[src/rtl/spi_cfg_regs.sv]
// SPI-slave configuration register bank: oversampled mode-0 pins, 32-bit write frames, tuning/gain/enable registers.
// Optional read frames driving miso are enabled by defining SPI_READBACK_EN.
module spi_cfg_regs #(
   parameter int                PINC_W   = 24,
   parameter logic [PINC_W-1:0] PINC_RST = '0
) (
   input  logic              clk,
   input  logic              rst_n,
   input  logic              sck,
   input  logic              mosi,
   input  logic              csb,
   output logic              miso,
   output logic [PINC_W-1:0] phase_inc,
   output logic [3:0]        gain,
   output logic              rx_en,
   output logic              pwm_en,
   output logic              cfg_update,
   output logic              frame_err
);

   typedef enum logic [1:0] {IDLE, SHIFT, COMMIT} state_t;

   state_t            state_q;
   logic [2:0]        sckSync_q;
   logic [2:0]        csbSync_q;
   logic [1:0]        mosiSync_q;
   logic [31:0]       shift_q;
   logic [31:0]       shift_d;
   logic [5:0]        cnt_q;
   logic [PINC_W-1:0] phaseInc_q;
   logic [3:0]        gain_q;
   logic              rxEn_q;
   logic              pwmEn_q;
   logic              cfgUpdate_q;
   logic              frameErr_q;
   logic              sckRise;
   logic              csbRise;
   logic              csbFall;

   // Synchronizers reset low so a CSb held low across reset release never looks like a falling edge.
   always_ff @(posedge clk or negedge rst_n) begin
      if (!rst_n) begin
         sckSync_q  <= '0;
         csbSync_q  <= '0;
         mosiSync_q <= '0;
      end else begin
         sckSync_q  <= {sckSync_q[1:0], sck};
         csbSync_q  <= {csbSync_q[1:0], csb};
         mosiSync_q <= {mosiSync_q[0], mosi};
      end
   end

   assign sckRise = sckSync_q[1] & ~sckSync_q[2];
   assign csbRise = csbSync_q[1] & ~csbSync_q[2];
   assign csbFall = ~csbSync_q[1] & csbSync_q[2];
   assign shift_d = {shift_q[30:0], mosiSync_q[1]};

   always_ff @(posedge clk or negedge rst_n) begin
      if (!rst_n) begin
         state_q     <= IDLE;
         shift_q     <= '0;
         cnt_q       <= '0;
         phaseInc_q  <= PINC_RST;
         gain_q      <= '0;
         rxEn_q      <= 1'b0;
         pwmEn_q     <= 1'b0;
         cfgUpdate_q <= 1'b0;
         frameErr_q  <= 1'b0;
      end else begin
         cfgUpdate_q <= 1'b0;
         case (state_q)
            IDLE: begin
               if (csbFall) begin
                  shift_q <= '0;
                  cnt_q   <= '0;
                  state_q <= SHIFT;
               end
            end
            SHIFT: begin
               // A last SCK edge coinciding with CSb rise is still shifted; COMMIT sees the final count.
               if (sckRise) begin
                  shift_q <= shift_d;
                  if (cnt_q < 6'd33) cnt_q <= cnt_q + 6'd1;
               end
               if (csbRise) state_q <= COMMIT;
            end
            COMMIT: begin
               state_q <= IDLE;
               if (cnt_q != 6'd32) begin
                  frameErr_q <= 1'b1;
               end else begin
                  case (shift_q[31:24])
                     8'h00: begin
                        phaseInc_q  <= shift_q[PINC_W-1:0];
                        cfgUpdate_q <= 1'b1;
                     end
                     8'h01: begin
                        gain_q      <= shift_q[3:0];
                        cfgUpdate_q <= 1'b1;
                     end
                     8'h02: begin
                        rxEn_q      <= shift_q[0];
                        pwmEn_q     <= shift_q[1];
                        cfgUpdate_q <= 1'b1;
                        if (shift_q[7]) frameErr_q <= 1'b0;
                     end
                     default: ;
                  endcase
               end
            end
            default: state_q <= IDLE;
         endcase
      end
   end

`ifdef SPI_READBACK_EN
   logic        sckFall;
   logic [23:0] rdData;
   logic [23:0] rdShift_q;
   logic        rdActive_q;
   logic        miso_q;

   assign sckFall = ~sckSync_q[1] & sckSync_q[2];

   always_comb begin
      rdData = '0;
      case (shift_d[6:0])
         7'h00:   rdData[PINC_W-1:0] = phaseInc_q;
         7'h01:   rdData[3:0]        = gain_q;
         7'h02:   rdData[1:0]        = {pwmEn_q, rxEn_q};
         default: rdData = '0;
      endcase
   end

   // Load on the 8th address bit's rising edge; each following SCK fall presents the next bit.
   always_ff @(posedge clk or negedge rst_n) begin
      if (!rst_n) begin
         rdShift_q  <= '0;
         rdActive_q <= 1'b0;
         miso_q     <= 1'b0;
      end else if (state_q != SHIFT) begin
         rdActive_q <= 1'b0;
         miso_q     <= 1'b0;
      end else if (sckRise && cnt_q == 6'd7 && shift_d[7]) begin
         rdShift_q  <= rdData;
         rdActive_q <= 1'b1;
      end else if (sckFall && rdActive_q) begin
         miso_q    <= rdShift_q[23];
         rdShift_q <= {rdShift_q[22:0], 1'b0};
      end
   end

   assign miso = miso_q;
`else
   assign miso = 1'b0;
`endif

   assign phase_inc  = phaseInc_q;
   assign gain       = gain_q;
   assign rx_en      = rxEn_q;
   assign pwm_en     = pwmEn_q;
   assign cfg_update = cfgUpdate_q;
   assign frame_err  = frameErr_q;

endmodule

[config.mk]
export PLATFORM = sky130hd
export DESIGN_NAME = spi_cfg_regs
export DESIGN_NICKNAME = d
export VERILOG_FILES = /design/src/rtl/spi_cfg_regs.sv
export SDC_FILE = /design/constraint.sdc
export NUM_CORES = 1
export LEC_CHECK = 0
export CORE_ASPECT_RATIO = 1.4
export CORE_UTILIZATION = 30
export CTS_BUF_LIST = sky130_fd_sc_hd__clkbuf_8
export CTS_CLUSTER_DIAMETER = 30
export DETAILED_ROUTE_END_ITERATION = 16
export SYNTH_ARGS = -nofsm -noshare
export SYNTH_HDL_FRONTEND = slang
export SYNTH_SLANG_ARGS = --single-unit
[constraint.sdc]
create_clock -name clk -period 2.77 [get_ports clk]
set_input_delay 0.554 -clock clk [delete_from_list [all_inputs] [get_ports clk]]
set_output_delay 0.554 -clock clk [all_outputs]
set_load 0.05 [all_outputs]
# After elaboration in Yosys (flattened, before gate mapping)
# Cells that the tools add are included.
op_classes:
  n_addsub: 1
  magnitude_cmp: 1
  eq_ne: 9
  muxes: 16
  bitwise: 7
  reduce_logical: 13
op_table:
  columns: ["op", "count"]
  rows:
  - ["$mux W32", 2]
  - ["$pmux W32 S2", 1]
  - ["$mux W6", 3]
  - ["$reduce_and A3 Y1", 5]
  - ["$pmux W6 S2", 1]
  - ["$eq A8 B1 Y1 const B", 1]
  - ["$eq A8 B2 Y1 const B", 1]
  - ["$logic_not A8 Y1", 1]
  - ["$ne A2 B2 Y1 const B", 4]
  - ["$add A6 B1 Y6 const B", 1]
  - ["$lt A6 B6 Y1 const B", 1]
  - ["$mux W1", 6]
  - ["$ne A6 B6 Y1 const B", 1]
  - ["$reduce_bool A2 Y1", 3]
  - ["$mux W2", 2]
  - ["$not A1 Y1", 4]
  - ["$pmux W2 S2", 1]
  - ["$reduce_and A4 Y1", 1]
  - ["$and A1 B1 Y1", 3]
  - ["$reduce_or A3 Y1", 1]
  - ["$eq A2 B1 Y1 const B", 1]
  - ["$eq A2 B2 Y1 const B", 1]
  - ["$logic_not A2 Y1", 1]
  - ["$reduce_and A2 Y1", 1]
totals:
  reg_bits: 80
  inputBits: 5
  out_inout_bits: 33
  wordCells: 59

# Logic depth before layout (Yosys ltp)
logic_depth:
  word_depth: 5
  mapped_depth: 7
  mapped_depth_nobuf: 6

# Worst setup path before layout
# Ideal clock, no wire load.
synth_timing:
  kind: "reg-to-reg"
  startpoint: "register cnt_q[0]"
  endpoint: "register phaseInc_q[0], in the netlist phase_inc[0]"
  setup_time_ps: 125
  arrival_time_ps: 1876
  slack_ps: 769
  path_stages_with_launch: 8
  path_buffers: 1
  period_less_slack_ps: 2001
  path_cell_list: "dfrtp_1 > inv_1 > ha_1 > nor4b_2 > nand4_2 > nor3_4 > buf_6 > mux2_2"
synth_between:
  elab_chain_len: 3
synth_lines:
  columns: ["element", "line_no", "rtl"]
  rows:
  - ["start, declared", "29", "logic [5:0] cnt_q;"]
  - ["start signal, assigned", "83", "if (cnt_q < 6'd33) cnt_q <= cnt_q + 6'd1;"]
  - ["$ne A6 B6 Y1", "89", "if (cnt_q != 6'd32) begin"]
  - ["$not A1 Y1 (no line)", null, null]
  - ["$reduce_and A3 Y1 (no line)", null, null]
  - ["end signal, assigned", "94", "phaseInc_q <= shift_q[PINC_W-1:0];"]
  - ["end, declared", "30", "logic [PINC_W-1:0] phaseInc_q;"]
# Every way passes these cells.
# A chain may end at the register's enable or synchronous reset.

# Final worst setup path
layout_timing:
  startpoint: "register cnt_q[0]"
  endpoint: "register phaseInc_q[13], in the netlist phase_inc[13]"
# The elaborated chain is that of the path after synthesis.

==> reports/metrics.csv <==
metric,value,unit
synth_warnings,0,
dp_slack,605,ps
numCtsBuffers,9,
crit_fanout,13,
status,"complete, no violations",
die_y,123,um
grt_max_degree,81,
vias,2014,
cp_data_required_time,3000,ps
routedWlPerCell,13.0,um
cp-start-kind,flip-flop,
clock-sinks,80,
maxSlewViolCount,0,
drc,0,
final-seq-area,0.00200,sq mm
cts_setup_buffers,0,
slew_headroom,0.335,
min_period_over_period,0.773,
grt_use_met3,0.0354,
holdBufCountCts,0,
start_util,0.313,
cp.depth,7,
synth_common_cells,"dfrtp_1, nand2_1, o21ai_0",
fin_setup_tns,0,ps
syn_inst,269,
yosysTopAreaCellShare,0.635,
busiest_layer,met2,
antenna_found_initial,0,
rows,43,
synth.avg_cell_area,11.7,sq um
antenna_left,0,
dieArea,0.0109,sq mm
placed_area,0.00366,sq mm
dieWidth,88.6,um
multi_input_area,0.00107,sq mm
max_clock_freq,467,MHz
drt_iter0_drc,125,
rsz0062_at_grt,no,
insertion_delay,350,ps
final_layout_size_suffix_gt1_frac,0.170,
path_clk_slew,70,ps
synth_largest_area_cell,dfrtp_1,
tightest_slew,998,ps
synth_cell_types,30,
crit_chain,inv_1 -> ha_1 -> nor4b_2 -> nand4_2 -> nor3_4 -> buf_4 -> mux2_2,
dp_hpwl,3760,um
htreeDepth,3,
nFillCells,1024,
insertedDiodeCount,0,
period_needed,2140,ps
crit_arrival,2370,ps
grt-ovfl-total,0,
synthToLayoutAreaGrowth,21.0,%
core_area,0.0101,sq mm
ys_seq_area_frac,0.635,
synth_edf_count,0,
reg2reg_depth,7,
use_met2,0.192,
peakVddDrop,0.000255,V
vias_per_cell,4.52,
crit_family,simple AND/OR/NAND/NOR gates,
finalHoldViolCount,0,
leakage,1.67,nW
cpPeakStageDelay,420,ps
tritoncts,built,
cts_root_buf,clkbuf_8,
ys.flop_type,dfrtp_1,
final_nets,315,
syn_area,0.00315,sq mm
power_density,562,mW/mm^2
syn-num-nets,276,
crit_buf_inv,2,
cp_slowest_cell,dfrtp_1,
synthArstFlopShare,1.00,
cp-end-kind,flip-flop,
pin_count,38,
cts_resized,0,
finalPower,0.00214,W
layout_setup_ws,629,ps
drtPass1Iterations,4,
routed_wl,5780,um
design_area,0.00381,sq mm
use_met1,0.153,
grt_usage,0.122,
synth.most_common_cell,dfrtp_1,
hp-class,in2async,
ys_seq_elements,80,
maxCapViolCount,0,
place_congestion,0.685,
fin_skew,6.56,ps
grt_pass1_vias,2043,
setup_viol,0,
portBuffers,36,
critPathKind,reg2reg,
cts.path.max_buffers,2,
grt_pass1_wl,10000,um
synth_area_leaders,"dfrtp_1, mux2_2, nand2_1, o21ai_0, clkbuf_1",
==> flip-flops by register name, indices dropped and copies added, names as in the netlist <==
register,count
state_q,2
pwm_en,1
csbSync_q,3
shift_q,32
phase_inc,24
mosiSync_q,2
frame_err,1
rx_en,1
cfg_update,1
cnt_q,6
sckSync_q,3
gain,4
==> worst paths after layout <==
| kind | startpoint | endpoint | slack (ps) |
|---|---|---|---|
| worst max-delay path | cnt_q[0] | phase_inc[13] | 630 |
| worst min-delay path | rst_n | state_q[1] | 350 |
| worst max register to register | cnt_q[0] | phase_inc[13] | 630 |
| worst min register to register | csbSync_q[0] | csbSync_q[1] | 350 |
| max in group asynchronous | rst_n | phase_inc[13] | 1750 |
| min in group clk | csbSync_q[0] | csbSync_q[1] | 350 |
==> layout by cell type, fill, tap and decap left out, drive strengths merged, types with 2 or more instances in the layout <==
master          n
nor3b           3
nor4b           3
dfrtp          80
ha              2
mux2           30
clkbuf         10
o21ai          37
clkdlybuf4s50  35
nor2            3
inv             8
a21oi           6
nand4           2
nand2          71
buf             6
or3             3
==> where the power goes <==
| part | internal (W) | switching (W) | total [W] |
|---|---|---|---|
| Clock | 0.000329 | 0.000388 | 0.000718 |
| Sequential | 0.00120 | 0.0000394 | 0.00124 |
| Combinational | 0.0000554 | 0.000128 | 0.000183 |
| Total | 0.00159 | 0.000556 | 0.00214 |
==> per-stage QoR <==
step,hold WS [ps],instances,utilization
detailed placement,335,432,0.364
CTS,351,446,0.379
global placement,333,432,0.364
floorplan,258,269,-
finish,349,446,0.379
global route,367,446,0.379
==> layout make-up <==
class	instances	area share
clock buffers	10	0.0361
repair buffers	41	0.104
well taps	135	0.0443
clock inverters	4	0.00427
flip-flops and latches	80	0.525
multi-input cells	171	0.282
inverters	5	0.00492
==> logic make-up after synthesis <==
group / share of synthesized area
fa+ha+maj: 0.00794
flops: 0.635
other cells: 0.00119
mux: 0.107
buf+inv: 0.0274
compound gates: 0.0774
simple gates: 0.144
==> layer usage <==
layer / wire length (um) / vias to the layer above / part of all wire
li1: - / 982 / -
met1: 2630 / 989 / 0.46
met2: 2830 / 37 / 0.49
met3: 244 / 6 / 0.042
met4: 79 / 0 / 0.014
met5: 0 / - / 0
(Power assumes the default switching activity.)
